## src/rtl/coin_acceptor.sv

```systemverilog
// Coin-slot front end: synchronises and debounces the three coin sensors, rejects
// multi-sensor hits and queues accepted coin codes in a show-ahead FIFO for the vending FSM.
`timescale 1ns/1ps
module coin_acceptor #(
   parameter int DEBOUNCE_CYCLES = 4,
   parameter int FIFO_DEPTH      = 4
) (
   input  logic                        clk,
   input  logic                        rst,
   input  logic [2:0]                  coin_sense,
   input  logic                        coin_rdy,
   output logic [2:0]                  coin_out,
   output logic                        coin_valid,
   output logic                        coin_reject,
   output logic                        coin_drop,
   output logic [$clog2(FIFO_DEPTH):0] fifo_count
);
   localparam int AW  = $clog2(FIFO_DEPTH);
   localparam int AW1 = AW + 1;
   localparam int CW  = $clog2(DEBOUNCE_CYCLES) + 1;
   localparam logic [CW-1:0]  CNT_LAST = CW'(DEBOUNCE_CYCLES - 1);
   localparam logic [CW-1:0]  CNT_ONE  = CW'(1);
   localparam logic [AW:0]    FULL_CNT = AW1'(FIFO_DEPTH);

   localparam logic [1:0] S_IDLE     = 2'd0;
   localparam logic [1:0] S_SETTLE   = 2'd1;
   localparam logic [1:0] S_WAIT_REL = 2'd2;

   logic [2:0]    r_sync_p0;
   logic [2:0]    r_sync_p1;
   logic [1:0]    r_state;
   logic [2:0]    r_pat;
   logic [CW-1:0] r_cnt;
   logic          r_reject;
   logic          r_drop;
   logic [2:0]    r_mem [FIFO_DEPTH];
   logic [AW:0]   r_wp;
   logic [AW:0]   r_rp;

   logic          w_settle;
   logic          w_push;
   logic          w_pop;
   logic          w_full;
   logic          w_wr;
   logic [AW:0]   w_count;

   function automatic logic is_onehot(input logic [2:0] p);
      return (p == 3'b001) || (p == 3'b010) || (p == 3'b100);
   endfunction

   function automatic logic [2:0] coin_code(input logic [2:0] p);
      case (p)
         3'b001:  return 3'd1;
         3'b010:  return 3'd2;
         default: return 3'd5;
      endcase
   endfunction

   // Stage p0/p1: two-flop synchroniser on the raw sensor lines
   always_ff @(posedge clk) begin
      if (rst) begin
         r_sync_p0 <= 3'd0;
         r_sync_p1 <= 3'd0;
      end else begin
         r_sync_p0 <= coin_sense;
         r_sync_p1 <= r_sync_p0;
      end
   end

   // Debounce FSM; reset lands in WAIT_REL so a sensor held through reset is never counted
   always_ff @(posedge clk) begin
      if (rst) begin
         r_state <= S_WAIT_REL;
         r_pat   <= 3'd0;
         r_cnt   <= '0;
      end else begin
         case (r_state)
            S_IDLE: begin
               if (r_sync_p1 != 3'd0) begin
                  r_pat   <= r_sync_p1;
                  r_cnt   <= CNT_ONE;
                  r_state <= S_SETTLE;
               end
            end
            S_SETTLE: begin
               if (r_sync_p1 == 3'd0) begin
                  r_state <= S_IDLE;
               end else if (r_sync_p1 != r_pat) begin
                  r_pat <= r_sync_p1;
                  r_cnt <= CNT_ONE;
               end else if (r_cnt < CNT_LAST) begin
                  r_cnt <= r_cnt + 1'b1;
               end else begin
                  r_state <= S_WAIT_REL;
                  r_cnt   <= '0;
               end
            end
            S_WAIT_REL: begin
               if (r_sync_p1 != 3'd0) begin
                  r_cnt <= '0;
               end else if (r_cnt == CNT_LAST) begin
                  r_state <= S_IDLE;
                  r_cnt   <= '0;
               end else begin
                  r_cnt <= r_cnt + 1'b1;
               end
            end
            default: r_state <= S_WAIT_REL;
         endcase
      end
   end

   assign w_settle = (r_state == S_SETTLE) && (r_sync_p1 != 3'd0) &&
                     (r_sync_p1 == r_pat) && (r_cnt == CNT_LAST);
   assign w_push   = w_settle && is_onehot(r_pat);

   // Show-ahead FIFO: pointers carry an extra wrap bit so full and empty are distinguishable
   assign w_count  = r_wp - r_rp;
   assign w_full   = (w_count == FULL_CNT);
   assign w_pop    = coin_valid && coin_rdy;
   assign w_wr     = w_push && (!w_full || w_pop);

   always_ff @(posedge clk) begin
      if (rst) begin
         r_wp     <= '0;
         r_rp     <= '0;
         r_reject <= 1'b0;
         r_drop   <= 1'b0;
      end else begin
         if (w_wr)  r_wp <= r_wp + 1'b1;
         if (w_pop) r_rp <= r_rp + 1'b1;
         r_reject <= w_settle && !is_onehot(r_pat);
         r_drop   <= w_push && !w_wr;
      end
   end

   always_ff @(posedge clk) begin
      if (w_wr) r_mem[r_wp[AW-1:0]] <= coin_code(r_pat);
   end

   assign coin_valid  = (r_wp != r_rp);
   assign coin_out    = coin_valid ? r_mem[r_rp[AW-1:0]] : 3'd0;
   assign coin_reject = r_reject;
   assign coin_drop   = r_drop;
   assign fifo_count  = w_count;

endmodule

```

## config.mk

```make
export PLATFORM = sky130hd
export DESIGN_NAME = coin_acceptor
export DESIGN_NICKNAME = d
export VERILOG_FILES = /design/src/rtl/coin_acceptor.sv
export SDC_FILE = /design/constraint.sdc
export NUM_CORES = 1
export LEC_CHECK = 0
export CAP_MARGIN = 25
export CORE_MARGIN = 2
export CORE_UTILIZATION = 31
export DETAILED_ROUTE_END_ITERATION = 10
export PLACE_DENSITY = 0.51
export SETUP_SLACK_MARGIN = 0.15
export SYNTH_ARGS = -nofsm -noshare
export SYNTH_HDL_FRONTEND = slang
export SYNTH_SLANG_ARGS = --single-unit
```

## constraint.sdc

```tcl
create_clock -name clk -period 2.8 [get_ports clk]
set_input_delay 0.84 -clock clk [delete_from_list [all_inputs] [get_ports clk]]
set_output_delay 0.84 -clock clk [all_outputs]
set_load 0.05 [all_outputs]
```

After elaboration in Yosys (flattened, before gate mapping)
Memories as Yosys holds them, arrays and structs flattened. A register that Yosys moved wholly into a read port is not among the register bits.
Index checks and enable logic that the tools add are counted.
{"block": "classes", "addsub": 4, "order_cmp": 1, "n_eq_ne": 17, "n_mux": 25, "reduce_logical": 22}
{"cell": "3-bit 2-to-1 mux", "count": 11}
{"cell": "2-bit 2-to-1 mux", "count": 8}
{"cell": "3-bit one-hot mux with 2 select lines", "count": 2}
{"cell": "2-bit inequality test (second input constant)", "count": 5}
{"cell": "3-bit by 1-bit adder with 3-bit output (second input constant)", "count": 3}
{"cell": "3-bit one-hot mux with 3 select lines", "count": 1}
{"cell": "1-bit logical AND", "count": 8}
{"cell": "3-bit by 2-bit == test with 1-bit output (second input constant)", "count": 2}
{"cell": "3-bit == test (second input constant)", "count": 2}
{"cell": "3-bit inequality test", "count": 2}
{"cell": "3-bit inequality test (second input constant)", "count": 2}
{"cell": "2-bit one-hot mux with 3 select lines", "count": 1}
{"cell": "3-bit nonzero test", "count": 2}
{"cell": "5-bit AND reduction", "count": 1}
{"cell": "4-bit AND reduction", "count": 1}
{"cell": "3-bit by 1-bit == test with 1-bit output (second input constant)", "count": 1}
{"cell": "3-bit == test", "count": 1}
{"cell": "1-bit zero test", "count": 3}
{"cell": "3-bit zero test", "count": 1}
{"cell": "1-bit logical OR", "count": 3}
{"cell": "3-bit by 2-bit less-than comparator with 1-bit output (second input constant)", "count": 1}
{"cell": "3-bit AND reduction", "count": 1}
{"cell": "3-bit subtractor", "count": 1}
{"cell": "2-bit by 1-bit == test with 1-bit output (second input constant)", "count": 1}
{"cell": "4 further kinds", "count": 5}
{"block": "word_totals", "reg_bits": 22, "mem_bits_rw": 12, "input_bits": 6, "word_cells": 79, "n_memories": 1}
{"memory": "r_mem", "depth": 4, "word_bits": 3, "read_ports": 1, "rd_ports_with_merged_regs": 1, "wr": 1, "line_no": "36", "text": "logic [2:0] r_mem [FIFO_DEPTH];"}

Longest topological paths before layout
{"block": "logic_depth", "depth_word": 8, "mapped_depth": 7, "ltp_nobuf": 7}

Least setup slack after synthesis
Ideal clock, no wire load.
{"block": "synth_timing", "path_type": "register to register", "start": "register r_wp[0]", "end": "register r_wp[2]", "setup_time_ns": 0.121, "arrival_time_ns": 2.453, "t_required_ns": 2.679, "path_slack_ns": 0.226, "stages_incl_launch_ff": 8, "path_buffers": 0, "period_less_slack_ns": 2.574, "cell_sequence": "dfxtp_1 inv_1 ha_1 fa_1 inv_1 o32ai_2 a2111oi_4 mux2_4"}
{"block": "synth_between", "elab_chain_len": 5, "elab_cells_between_ends": 8, "cone_classes": "add/sub (2); eq/ne (2); reduce/logical (4)"}
{"item": "from (decl)", "line_no": "37", "text": "logic [AW:0] r_wp;"}
{"item": "from (signal assigned)", "line_no": "130", "text": "if (w_wr) r_wp <= r_wp + 1'b1;"}
{"item": "3-bit subtractor", "line_no": "118", "text": "assign w_count = r_wp - r_rp;"}
{"item": "net fifo_count[1]", "line_no": "16", "text": "output logic [$clog2(FIFO_DEPTH):0] fifo_count"}
{"item": "3-bit == test", "line_no": "119", "text": "assign w_full = (w_count == FULL_CNT);"}
{"item": "1-bit zero test", "line_no": "121", "text": "assign w_wr = w_push && (!w_full || w_pop);"}
{"item": "1-bit logical OR", "line_no": "121"}
{"item": "1-bit logical AND", "line_no": "121"}
The timed path passes the listed nets, and every way through them passes these cells.
A chain may end at the register's enable or synchronous reset.

Worst setup path in the final report
{"block": "layout_timing", "start": "register r_wp[0]", "end": "output port fifo_count[1]"}
{"block": "layout_between", "elab_chain_len": 1}
{"item": "3-bit subtractor", "line_no": "118"}
{"item": "to (decl)", "line_no": "16"}
Every way passes these cells.

==> impl_metrics.csv <==
group,metric,value,unit
detailed_routing,ant_nets,0,
clock_tree,hold_buffers,0,
sta,slew_headroom,0.614,
sta,finalHoldViolCount,0,
finish,syn_to_final_growth,21.9,%
synth,netlist_area,0.00183,mm^2
power_and_ir_drop,p_int,0.000800,W
synth,synth_nets,187,
placed_design,dp_cells,252,
power_and_ir_drop,netSwitchingFraction,0.263,
setup_path,critPathMaxFanout,4,
sta,skew,0.00569,ns
die,pin_count,15,
power_and_ir_drop,leakagePower,0.870,nW
power_and_ir_drop,p_clk_frac,0.328,
die,die_h,80.9,um
global_routing,antenna_found_initial,0,
detailed_routing,viasPerCell,4.63,
synth,synth-seq-cells,36,
setup_path,worstPathRequired,1.96,ns
finish,n_antenna_cell,0,
clock_tree,cts_sinks,36,
die,core_area,0.00582,mm^2
power_and_ir_drop,switchingPower,0.000286,W
detailed_routing,dr.first_iter.drc_count,58,
sta,period_share,0.920,
sta,worst_pin_slew,0.564,ns
placed_design,gp_congestion,0.766,
setup_path,endpoint_kind,"output port",
detailed_routing,wirelength,3.35,mm
global_routing,grt_max_degree,19,
power_and_ir_drop,ir_worst_vdd,0.248,mV
synth,avgSynthCellArea,11.1,um^2
power_and_ir_drop,power_frac_seq,0.532,
detailed_routing,num_vias,1219,
synth,ys_warn_count,0,
global_routing,grt_pass1_wl,5.84,mm
setup_path,crit_path_frequent_cell,"inv_1",
run_status,status,"finished, final reports clean",
detailed_routing,drcViolationCount,0,
synth,syn_inst,165,
clock_tree,htree_levels,2,
setup_path,path_class,"register to output port",
power_and_ir_drop,power_density,486,mW/mm^2
global_routing,grt.total_usage,0.117,
clock_tree,cts_tree,"done",
global_routing,grt_pass1_vias,1271,
power_and_ir_drop,p_total,0.00109,W
finish,layout-drive-gt1-share,0.176,
flow_run,drv_cap,0,
placed_design,dp_hpwl,2.56,mm
die,die_area,0.00654,mm^2
sta,rsz0062_at_grt,"false",
sta,setup_slack,0.223,ns
die,row_count,28,
placed_design,io_buffers,14,
clock_tree,clk_latency,0.29,ns
placed_design,pre_cts_ws,0.282,ns
sta,min_period,2.58,ns
sta,finalMaxSlewViolations,0,
clock_tree,path_clk_slew,0.07,ns
sta,finalSetupViolCount,0,
setup_path,cpPeakStageDelay,0.53,ns
power_and_ir_drop,power_frac_comb,0.140,
detailed_routing,wl_per_cell,12.7,um
synth,ys_types,41,
clock_tree,numCtsBuffers,5,
clock_tree,clock-root-buffer,"clkbuf_8",
sta,max_freq,0.388,GHz
finish,finalNetCount,209,
detailed_routing,dr.pass1.iters,4,
setup_path,cp.arrival,1.74,ns
worst_hold_path,min-delay-path-class,"register to register",
global_routing,grt_overflow,0,
die,initial_utilization,0.315,
synth,ys_seq_area_frac,0.459,
setup_path,path_cells,"inv_1 > ha_1 > fa_2 > inv_1 > buf_12",
die,die_w,80.9,um
finish,layoutNonFillerInstCount,263,
setup_path,crit_slowest_cell,"fa_2",
clock_tree,clock_path_buffers,2,
setup_path,start_kind,"register",
sta,tns,0,ns
[timing repair]
item,in CTS,in global routing
endpoints found under the setup margin,1,6
gates resized for setup,2,2
setup buffers,1,2
pin swaps,1,0
cloned,0,0
[through the flow]
stage	util	hold slack, ns	area (um^2)
floorplan	-	0.414	1830
finish	0.384	0.436	2230
detailed placement	0.363	0.420	2110
global route	0.384	0.459	2230
global placement	0.363	0.426	2110
CTS	0.381	0.438	2220
[power by group through the flow]
stage | registers, W | logic, W | clock network (W)
3_3_place_gp | 0.000587 | 0.000145 | 0
6_report | 0.000578 | 0.000152 | 0.000357
2_1_floorplan | 0.000585 | 0.000116 | 0
4_1_cts | 0.000578 | 0.000152 | 0.000369
5_1_grt | 0.000582 | 0.000171 | 0.000395
3_5_place_dp | 0.000590 | 0.000151 | 0
[layout make-up]
type | count | area [um^2]
fillers | 605 | 3580
multi-input cells | 111 | 941
flip-flops and latches | 36 | 842
repair buffers | 18 | 215
well taps | 75 | 93.8
clock buffers | 5 | 68.8
inverters | 15 | 56.3
clock inverters | 3 | 17.5
[critical path, delay by kind of cell (launching register included)]
kind                       cells  cell delay, ns
adders and majority gates      2            0.76
DFF                            1            0.36
buffers and inverters          3            0.33
[cell usage after synthesis (all sizes together)]
library cell  instances  share of area
a21boi                1         0.0041
nand2b                1         0.0034
nor3                  4          0.014
mux4                  3          0.037
xor2                  5          0.032
and3b                 1         0.0048
and2                  3          0.010
inv                  15          0.031
dfxtp                24           0.26
edfxtp               12           0.20
o211ai                1         0.0041
ha                   15           0.10
o32ai                 2          0.014
o21ai                 2         0.0055
nor2b                10          0.034
mux2i                 9          0.049
fa                    1          0.011
buf                   1         0.0020
o41ai                 1         0.0048
a21oi                 1         0.0027
clkbuf                2         0.0041
or3b                  1         0.0048
nor2                 15          0.031
a222oi                1         0.0055
and3                  1         0.0034
a21o                  1         0.0041
nand2                13          0.027
a2111oi               1          0.015
a211oi                2          0.014
nand4                 3          0.010
xnor2                 3          0.014
a31oi                 1         0.0034
o311a                 1         0.0055
nand3                 4          0.011
mux2                  2          0.014
o21bai                1         0.0041
a41o                  1         0.0055
[metal layers]
layer	track usage	vias to the layer above	part of all wire
met5	0	-	0
met4	0.0475	0	0.020
met3	0.0344	7	0.037
met2	0.186	25	0.48
met1	0.150	571	0.47
li1	-	616	-
[kinds of logic (layout without fill, tap and decap cells)]
logic type,after synthesis,count (layout),synth area share
AO/OA/AOI/OAI,17,17,0.0915
XOR/XNOR,8,8,0.0464
adder cells (fa/ha/maj),16,16,0.113
flip-flops,36,36,0.459
buffers and inverters,18,41,0.0369
multiplexers,14,14,0.100
AND/OR/NAND/NOR,56,56,0.153
[worst paths after layout]
check / from / end / slack [ns] / cells past startpoint
setup / recovery: r_wp[0]$_SDFFE_PP0P_ / fifo_count[1] / 0.22 / 5
hold / removal: r_sync_p0[2]$_SDFF_PP0_ / r_sync_p1[2]$_SDFF_PP0_ / 0.44 / 1
setup reg to reg: r_wp[0]$_SDFFE_PP0P_ / r_mem[0][0]$_DFFE_PP_ / 0.38 / 7
hold reg to reg: r_sync_p0[2]$_SDFF_PP0_ / r_sync_p1[2]$_SDFF_PP0_ / 0.44 / 1
[sequential cells by signal (all words and copies together) (netlist names), named ones only]
| register | flops |
|---|---|
| coin_drop | 1 |
| coin_reject | 1 |
| r_cnt | 3 |
| r_mem | 12 |
| r_pat | 3 |
| r_rp | 3 |
| r_state | 2 |
| r_sync_p0 | 3 |
| r_sync_p1 | 3 |
| r_wp | 3 |
[placed cells by master (no fill, tap or decap), types with 4 or more instances in the layout]
cell and n:
edfxtp_1 12, clkbuf_8 5, buf_12 5, dfxtp_1 23
buf_4 6, nor2_1 14, nand3_1 4, nor2b_1 10
clkdlybuf4s50_1 7, nand2_1 13, inv_1 15, mux2i_1 9
ha_1 15
No activity file was read; power rests on OpenSTA's default activity.
